--- config.mk ---
export PLATFORM = sky130hd
export DESIGN_NAME = gf_mul_mem_dual_flat
export DESIGN_NICKNAME = d
export VERILOG_FILES = /design/src/rtl/gf_mul_mem_dual_pkg.sv /design/src/rtl/gf_mul_mem_dual_if.sv /design/src/rtl/gf_mul_mem_dual_gf_mul.sv /design/src/rtl/gf_mul_mem_dual_mem_dual.sv /design/src/rtl/gf_mul_mem_dual.sv /design/src/flat_wrapper.sv
export SDC_FILE = /design/constraint.sdc
export NUM_CORES = 2
export LEC_CHECK = 0
export ABC_AREA = 1
export BUFFER_PORTS_ARGS = -buffer_cell sky130_fd_sc_hd__buf_2
export CAP_MARGIN = 20
export CORE_ASPECT_RATIO = 0.6
export CORE_UTILIZATION = 60
export CTS_BUF_LIST = sky130_fd_sc_hd__clkbuf_4 sky130_fd_sc_hd__clkbuf_8 sky130_fd_sc_hd__clkbuf_16
export DETAILED_ROUTE_END_ITERATION = 10
export PLACE_DENSITY = 0.85
export REMOVE_ABC_BUFFERS = 1
export SLEW_MARGIN = 0
export SYNTH_ARGS = -nofsm -noshare
export SYNTH_HDL_FRONTEND = slang
export SYNTH_SLANG_ARGS = --single-unit
--- constraint.sdc ---
create_clock -name i_clk -period 5.07 [get_ports i_clk]
set_input_delay 0.507 -clock i_clk [delete_from_list [all_inputs] [get_ports i_clk]]
set_output_delay 0.507 -clock i_clk [all_outputs]
set_load 0.01 [all_outputs]
--- src/rtl/gf_mul_mem_dual_pkg.sv ---
// Shared constants and helpers for the GF(2^8) multiply-accumulate block.
// Lane 0 sits in the most significant byte of a vector word.
package gf_mul_mem_dual_pkg;

    localparam int          GF_W     = 8;
    localparam logic [7:0]  GF_POLY  = 8'h1B;
    localparam int          N_GF_DEF = 8;

    function automatic int lane_lsb(input int width, input int k);
        return width - GF_W - GF_W * k;
    endfunction

    // Carry-less product to 15 bits, then fold the high bits back down.
    function automatic logic [7:0] gf_mult(input logic [7:0] a,
                                           input logic [7:0] b);
        logic [14:0] p;
        p = '0;
        for (int i = 0; i < 8; i++) begin
            if (b[i]) p = p ^ (15'(a) << i);
        end
        for (int i = 14; i >= 8; i--) begin
            if (p[i]) p = p ^ (15'({1'b1, GF_POLY}) << (i - 8));
        end
        return p[7:0];
    endfunction

endpackage

--- src/rtl/gf_mul_mem_dual_if.sv ---
// Operation / readout bundle of the GF multiply-accumulate block.
// The master drives requests, the slave returns products and read data.
interface gf_mul_mem_dual_if
    import gf_mul_mem_dual_pkg::*;
#(
    parameter int N_GF  = N_GF_DEF,
    parameter int DEPTH = 16
);
    localparam int WIDTH = N_GF * GF_W;
    localparam int AW    = (DEPTH > 1) ? $clog2(DEPTH) : 1;

    logic             i_start;
    logic [WIDTH-1:0] i_a;
    logic [7:0]       i_b;
    logic [AW-1:0]    i_addr;
    logic             i_rd_en;
    logic [AW-1:0]    i_rd_addr;
    logic [WIDTH-1:0] o_prod;
    logic             o_valid;
    logic [WIDTH-1:0] o_rd_data;

    modport master (
        output i_start, i_a, i_b, i_addr, i_rd_en, i_rd_addr,
        input  o_prod, o_valid, o_rd_data
    );

    modport slave (
        input  i_start, i_a, i_b, i_addr, i_rd_en, i_rd_addr,
        output o_prod, o_valid, o_rd_data
    );

endinterface

--- src/rtl/gf_mul_mem_dual_gf_mul.sv ---
// One GF(2^8) multiplier lane with a single register stage.
// done is a one-cycle echo of i_start.
module gf_mul
    import gf_mul_mem_dual_pkg::*;
(
    input  logic       i_clk,
    input  logic       i_rst,
    input  logic       i_start,
    input  logic [7:0] in_1,
    input  logic [7:0] in_2,
    output logic [7:0] out,
    output logic       done
);

    logic [7:0] out_q, out_d;
    logic       done_q;

    assign out_d = i_start ? gf_mult(in_1, in_2) : out_q;

    always_ff @(posedge i_clk) begin
        if (i_rst) begin
            out_q  <= '0;
            done_q <= 1'b0;
        end else begin
            out_q  <= out_d;
            done_q <= i_start;
        end
    end

    assign out  = out_q;
    assign done = done_q;

endmodule

--- src/rtl/gf_mul_mem_dual_mem_dual.sv ---
// Dual-port synchronous RAM, read-first on both ports.
// Contents start at zero and are never touched by reset.
module mem_dual #(
    parameter int WIDTH = 64,
    parameter int DEPTH = 16,
    parameter int AW    = (DEPTH > 1) ? $clog2(DEPTH) : 1
) (
    input  logic             i_clk,
    input  logic [WIDTH-1:0] data0_i,
    input  logic [AW-1:0]    addr0_i,
    input  logic             wren0_i,
    output logic [WIDTH-1:0] q0_o,
    input  logic [WIDTH-1:0] data1_i,
    input  logic [AW-1:0]    addr1_i,
    input  logic             wren1_i,
    output logic [WIDTH-1:0] q1_o
);

    logic [WIDTH-1:0] mem [DEPTH] = '{default: '0};

    always_ff @(posedge i_clk) begin
        if (wren0_i) mem[addr0_i] <= data0_i;
        if (wren1_i) mem[addr1_i] <= data1_i;
        q0_o <= mem[addr0_i];
        q1_o <= mem[addr1_i];
    end

endmodule

--- src/rtl/gf_mul_mem_dual.sv ---
// Vector-by-scalar GF(2^8) multiply, XOR-accumulated into a RAM word.
// Write happens the cycle after accept; back-to-back hits are forwarded.
module gf_mul_mem_dual
    import gf_mul_mem_dual_pkg::*;
#(
    parameter int N_GF  = N_GF_DEF,
    parameter int DEPTH = 16
) (
    input  logic           i_clk,
    input  logic           i_rst,
    gf_mul_mem_dual_if.slave bus
);

    localparam int WIDTH = N_GF * GF_W;
    localparam int AW    = (DEPTH > 1) ? $clog2(DEPTH) : 1;

    logic             accept;
    logic [N_GF-1:0]  done;
    logic [WIDTH-1:0] prod;
    logic             valid;
    logic             wren;
    logic [WIDTH-1:0] q0, q1;
    logic [WIDTH-1:0] old_val;
    logic [WIDTH-1:0] wdata;
    logic [AW-1:0]    rd_addr;

    logic [AW-1:0]    addr_q, addr_d;
    logic             fwd_hit_q, fwd_hit_d;
    logic [WIDTH-1:0] fwd_data_q, fwd_data_d;

    assign accept = bus.i_start & ~bus.i_rd_en & ~i_rst;

    for (genvar k = 0; k < N_GF; k++) begin : g_lane
        localparam int LSB = lane_lsb(WIDTH, k);
        gf_mul u_mul (
            .i_clk   (i_clk),
            .i_rst   (i_rst),
            .i_start (accept),
            .in_1    (bus.i_a[LSB +: GF_W]),
            .in_2    (bus.i_b),
            .out     (prod[LSB +: GF_W]),
            .done    (done[k])
        );
    end

    assign valid   = &done;
    assign wren    = valid & ~i_rst;
    assign old_val = fwd_hit_q ? fwd_data_q : q1;
    assign wdata   = prod ^ old_val;
    assign rd_addr = bus.i_rd_en ? bus.i_rd_addr : bus.i_addr;

    // The RAM read issued this cycle misses the write committing now.
    always_comb begin
        addr_d     = accept ? bus.i_addr : addr_q;
        fwd_hit_d  = accept & wren & (bus.i_addr == addr_q);
        fwd_data_d = wdata;
    end

    always_ff @(posedge i_clk) begin
        if (i_rst) begin
            addr_q     <= '0;
            fwd_hit_q  <= 1'b0;
            fwd_data_q <= '0;
        end else begin
            addr_q     <= addr_d;
            fwd_hit_q  <= fwd_hit_d;
            fwd_data_q <= fwd_data_d;
        end
    end

    mem_dual #(
        .WIDTH (WIDTH),
        .DEPTH (DEPTH),
        .AW    (AW)
    ) u_mem (
        .i_clk   (i_clk),
        .data0_i (wdata),
        .addr0_i (addr_q),
        .wren0_i (wren),
        .q0_o    (q0),
        .data1_i ('0),
        .addr1_i (rd_addr),
        .wren1_i (1'b0),
        .q1_o    (q1)
    );

    logic unused_q0;
    assign unused_q0 = ^q0;

    assign bus.o_prod    = prod;
    assign bus.o_valid   = valid & ~i_rst;
    assign bus.o_rd_data = q1;

endmodule

--- src/flat_wrapper.sv ---
// flat-port wrapper written by rule: the top's interface ports become plain ports
module gf_mul_mem_dual_flat import gf_mul_mem_dual_pkg::*;
#(
    parameter int N_GF  = N_GF_DEF,
    parameter int DEPTH = 16
)
  (i_clk, i_rst, bus_i_start, bus_i_a, bus_i_b, bus_i_addr, bus_i_rd_en, bus_i_rd_addr, bus_o_prod, bus_o_valid, bus_o_rd_data);
  gf_mul_mem_dual_if #(.N_GF(N_GF), .DEPTH(DEPTH)) bus_i ();
  input  logic i_clk;
  input  logic i_rst;
  input wire logic [$bits(bus_i.i_start)-1:0] bus_i_start;
  input wire logic [$bits(bus_i.i_a)-1:0] bus_i_a;
  input wire logic [$bits(bus_i.i_b)-1:0] bus_i_b;
  input wire logic [$bits(bus_i.i_addr)-1:0] bus_i_addr;
  input wire logic [$bits(bus_i.i_rd_en)-1:0] bus_i_rd_en;
  input wire logic [$bits(bus_i.i_rd_addr)-1:0] bus_i_rd_addr;
  output wire logic [$bits(bus_i.o_prod)-1:0] bus_o_prod;
  output wire logic [$bits(bus_i.o_valid)-1:0] bus_o_valid;
  output wire logic [$bits(bus_i.o_rd_data)-1:0] bus_o_rd_data;
  assign bus_i.i_start = bus_i_start;
  assign bus_i.i_a = bus_i_a;
  assign bus_i.i_b = bus_i_b;
  assign bus_i.i_addr = bus_i_addr;
  assign bus_i.i_rd_en = bus_i_rd_en;
  assign bus_i.i_rd_addr = bus_i_rd_addr;
  assign bus_o_prod = bus_i.o_prod;
  assign bus_o_valid = bus_i.o_valid;
  assign bus_o_rd_data = bus_i.o_rd_data;
  gf_mul_mem_dual #(.N_GF(N_GF), .DEPTH(DEPTH)) u_core (.i_clk(i_clk), .i_rst(i_rst), .bus(bus_i));
endmodule
==> summary.txt <==
Critical path
  • Crit-path cells: inv_1 -> nor2_1 -> nand3_1 -> nor2_4 -> buf_4
  • CP max stage cell: nor2_4
  • R2R Path End: u_core.u_mem.mem[4][5]$_DFFE_PP_
  • Worst Path Required: about 5.4 ns
  • Startpoint types: flop
  • Arrival @ worst endpoint: between 3 and 4 ns
  • CP startpoint: u_core.g_lane[0].u_mul.done$_SDFF_PP0_
  • Worst R2R Start: u_core.g_lane[0].u_mul.done$_SDFF_PP0_
  • Crit path kind: reg -> reg
  • Crit end category: flop
  • Largest stage delay, worst path: approximately 0.69 ns
  • FF-to-FF path depth: 5
  • Crit Path Max Fanout: 31
  • Setup slack, reg-to-reg: 2.28 ns

Routing
  • Final ANT Viol Nets: 0
  • Initial drt markers: 6158
  • Final WL: around 160000 um
  • Avg Vias per Cell: approximately 5.9
  • Drt wl/cell: between 20 and 25 um
  • DRT Pass-1 Iters: 6
  • DRC errors left: 0
  • Via count: around 46k

Yosys
  • Mapped Avg Cell Area: between 9 and 10 um^2
  • Yosys synthesis warning count: 0
  • Post-synth EDFFs: 1024
  • Share of flip-flops with an asynchronous set or reset: 0%
  • Mapped Cells: between 6k and 7k
  • Seq/Total Area, Yosys: between 50% and 60%
  • Cell area after synthesis: about 60000 um^2
  • Unique masters post-synth: 40
  • Yosys reg bits: roughly 1.2k
  • Predominant post-synthesis flop cell: edfxtp_1

Timing
  • Fmax: about 360 MHz
  • RSZ-0062 raised after global routing: false
  • Final WS setup: ~2.3 ns
  • Tcrit/Tclk final: a little over half
  • TNS Setup: 0 ns
  • Worst-Margin Slew: 1.18 ns
  • Min Tclk post-route: approximately 2.8 ns
  • Slew margin rel.: a little over a fifth
  • Final clock skew: between 0.015 and 0.02 ns
  • Final-report hold violation count: 0
  • Slew Viols, Final: 0
  • Hold WS: 0.0797 ns
  • Final number of setup-violating endpoints: 0

Global route
  • Total GRT Usage: around 31%
  • GRT met3 Usage: about 4.9%
  • First-pass GRT wire length: around 240000 um
  • GR Util met2: between 40% and 50%
  • Grt met1 use: between 40 and 50%
  • Number of global-route vias before repair: 43.4k
  • Gr busiest metal: met2
  • Initial antenna violation count: 21
  • Largest net degree at the start of global routing: ~140
  • Overflow after GRT: 0

Worst hold path
  • Hold EP: u_core.addr_q[2]$_SDFFE_PP0P_
  • Min-delay src: bus_i_start
  • Hold WC Path Type: in -> reg
  • Hold path depth: 2

Placement
  • Post-DP HPWL: ~96000 um
  • Setup WS pre-CTS: approximately 1.8 ns
  • # port buffers: roughly 210
  • GP Congestion: between 0.8 and 0.9

Layout
  • Area growth syn-to-layout: 10.1%
  • Fin nets: between 6k and 7k
  • Layout fillers: roughly 7.0k
  • Layout cell share with drive strength beyond 1: between 10% and 20%

Job
  • Max-cap violations: 0

Power and ir drop
  • Sw Share: a little over a quarter
  • Seq pwr share: 48.5%
  • Sw Pwr: approximately 0.0067 W
  • P_int: 0.0179 W
  • VDD IR max: between 200 and 300 uV
  • Comb power frac: between 15 and 20%
  • Pwr dens: 375 nW/um^2
  • Pleak: between 20 and 30 nW
  • Clock share of power: 34.6%

Clocking
  • Num CTS Buffers: 100
  • Gates resized, CTS repair: 0
  • # hold bufs at CTS: 0
  • Clock Latency Late Sink: 0.70 ns
  • Reg clk slew, reported paths: 0.07 ns
  • H-tree depth: 3
  • TritonCTS Sinks: approximately 1.2k
  • Cell chosen for the clock root: clkbuf_16
  • CTS tree: yes
  • Number of setup buffers added after CTS: 0
  • CTS Buffer Depth: 3

Floorplan
  • Chip Height: 246 um
  • Core area: 98300 um^2
  • Die width: roughly 410 um
  • Die ar.: 101000 um^2
  • Starting Density: between 60% and 70%
  • # IOs: about 210
  • # rows: a little under 90

Run status
  • Outcome: finished clean
==> cell usage in the layout, fill, tap and decap left out, types with 4 or more instances in the layout <==
| master | n |
|---|---|
| inv_1 | 839 |
| nor2_1 | 102 |
| buf_12 | 24 |
| o21ai_1 | 5 |
| clkinvlp_4 | 6 |
| clkbuf_16 | 105 |
| clkbuf_4 | 21 |
| nor2_4 | 19 |
| a21boi_1 | 9 |
| buf_4 | 104 |
| dfxtp_1 | 197 |
| xor2_1 | 225 |
| xnor2_1 | 162 |
| nand2_1 | 1725 |
| nand2b_1 | 5 |
| clkbuf_8 | 11 |
| clkinv_1 | 11 |
| diode_2 | 17 |
| clkinv_2 | 17 |
| a21oi_1 | 267 |
| nand3b_1 | 22 |
| nand4_1 | 7 |
| inv_2 | 9 |
| o211ai_1 | 256 |
| nand3_1 | 647 |
| edfxtp_1 | 1024 |
| buf_2 | 211 |
| o21ai_0 | 268 |
| xnor2_2 | 12 |
| nand2_2 | 33 |
| mux2_2 | 64 |
| nor3_1 | 4 |
| bufinv_16 | 16 |
==> per-layer routing <==
layer / vias up / share of wire, %
li1: 20944 / -
met1: 21624 / 39
met2: 2740 / 46
met3: 421 / 11
met4: 0 / 4.6
met5: - / 0
==> power by group through the flow <==
| stage | clock [W] | sequential, W | combinational, W |
|---|---|---|---|
| after floorplan | 0 | 0.0121 | 0.00302 |
| after global placement | 0 | 0.0122 | 0.00375 |
| after detailed placement | 0 | 0.0122 | 0.00393 |
| after CTS | 0.00855 | 0.0119 | 0.00397 |
| after global routing | 0.00892 | 0.0119 | 0.00459 |
| final | 0.00852 | 0.0119 | 0.00415 |
==> Yosys cell counts, types with 137 or more instances <==
| master | n | area, um^2 |
|---|---|---|
| buf_2 | 159 | 796 |
| o21ai_0 | 268 | 1340 |
| dfxtp_1 | 198 | 3960 |
| inv_1 | 841 | 3160 |
| nand3_1 | 647 | 3240 |
| xnor2_1 | 162 | 1420 |
| o211ai_1 | 256 | 1920 |
| clkbuf_1 | 137 | 514 |
| edfxtp_1 | 1024 | 30700 |
| nand2_1 | 1725 | 6470 |
| a21oi_1 | 267 | 1340 |
| xor2_1 | 226 | 1980 |
==> logic make-up (layout without fill, tap and decap cells) <==
| family | Yosys count | in the layout | share of synthesized area [%] |
|---|---|---|---|
| compound gates | 816 | 816 | 8.02 |
| xor+xnor | 402 | 402 | 6.09 |
| buf+inv | 1224 | 1381 | 8.43 |
| flops | 1222 | 1222 | 58.3 |
| mux | 65 | 65 | 1.23 |
| other cells | 0 | 17 | 0 |
| simple gates | 2571 | 2571 | 17.9 |
==> registers in the layout (all words and copies together) (netlist names) <==
register,flops
u_core.g_lane.u_mul.done,1
u_core.u_mem.q1_o,64
u_core.fwd_data_q,64
u_core.g_lane.u_mul.out,64
u_core.u_mem.mem,1024
u_core.addr_q,4
u_core.fwd_hit_q,1
==> worst max path at each step <==
stage / to / slack, ns / depth (start not counted)
after CTS: u_core.u_mem.mem[6][55]$_DFFE_PP_ / 1.88 / 3
after global placement: u_core.u_mem.mem[9][5]$_DFFE_PP_ / 1.97 / 5
after floorplan: u_core.u_mem.q1_o[10]$_DFF_P_ / -27.43 / 7
final: u_core.u_mem.mem[4][5]$_DFFE_PP_ / 2.28 / 5
after detailed placement: u_core.g_lane[6].u_mul.out[1]$_SDFFE_PP0P_ / 1.82 / 17
after global routing: u_core.u_mem.mem[2][37]$_DFFE_PP_ / 2.15 / 5
==> critical path: cells and delay by family (launching register included) <==
kind | cells | cell delay [ns]
DFF | 1 | 0.33
and+or+nand+nor | 3 | 1.33
buffers and inverters | 2 | 0.69
==> through the flow <==
step | power, W | cells | area (um^2) | utilization (%)
2_1_floorplan | 0.0151 | 5930 | 57700 | -
3_3_place_gp | 0.0159 | 7551 | 61600 | 62.6
3_5_place_dp | 0.0161 | 7552 | 61600 | 62.6
4_1_cts | 0.0245 | 7739 | 65200 | 66.3
5_1_grt | 0.0255 | 7793 | 65600 | 66.7
6_report | 0.0246 | 7793 | 65600 | 66.7
==> layout make-up <==
| type | instances | area (um^2) | share of cell area [%] |
|---|---|---|---|
| Sequential cell | 1222 | 34700 | 53.0 |
| Multi-Input combinational cell | 3854 | 20000 | 30.5 |
| Tap cell | 1319 | 1650 | 2.52 |
| Clock inverter | 50 | 668 | 1.02 |
| Inverter | 854 | 3220 | 4.91 |
| Clock buffer | 137 | 2940 | 4.48 |
| Timing Repair Buffer | 340 | 2340 | 3.58 |
| Antenna cell | 17 | 42.5 | 0.0649 |
Note: power is estimated with default switching activity, not from simulation.
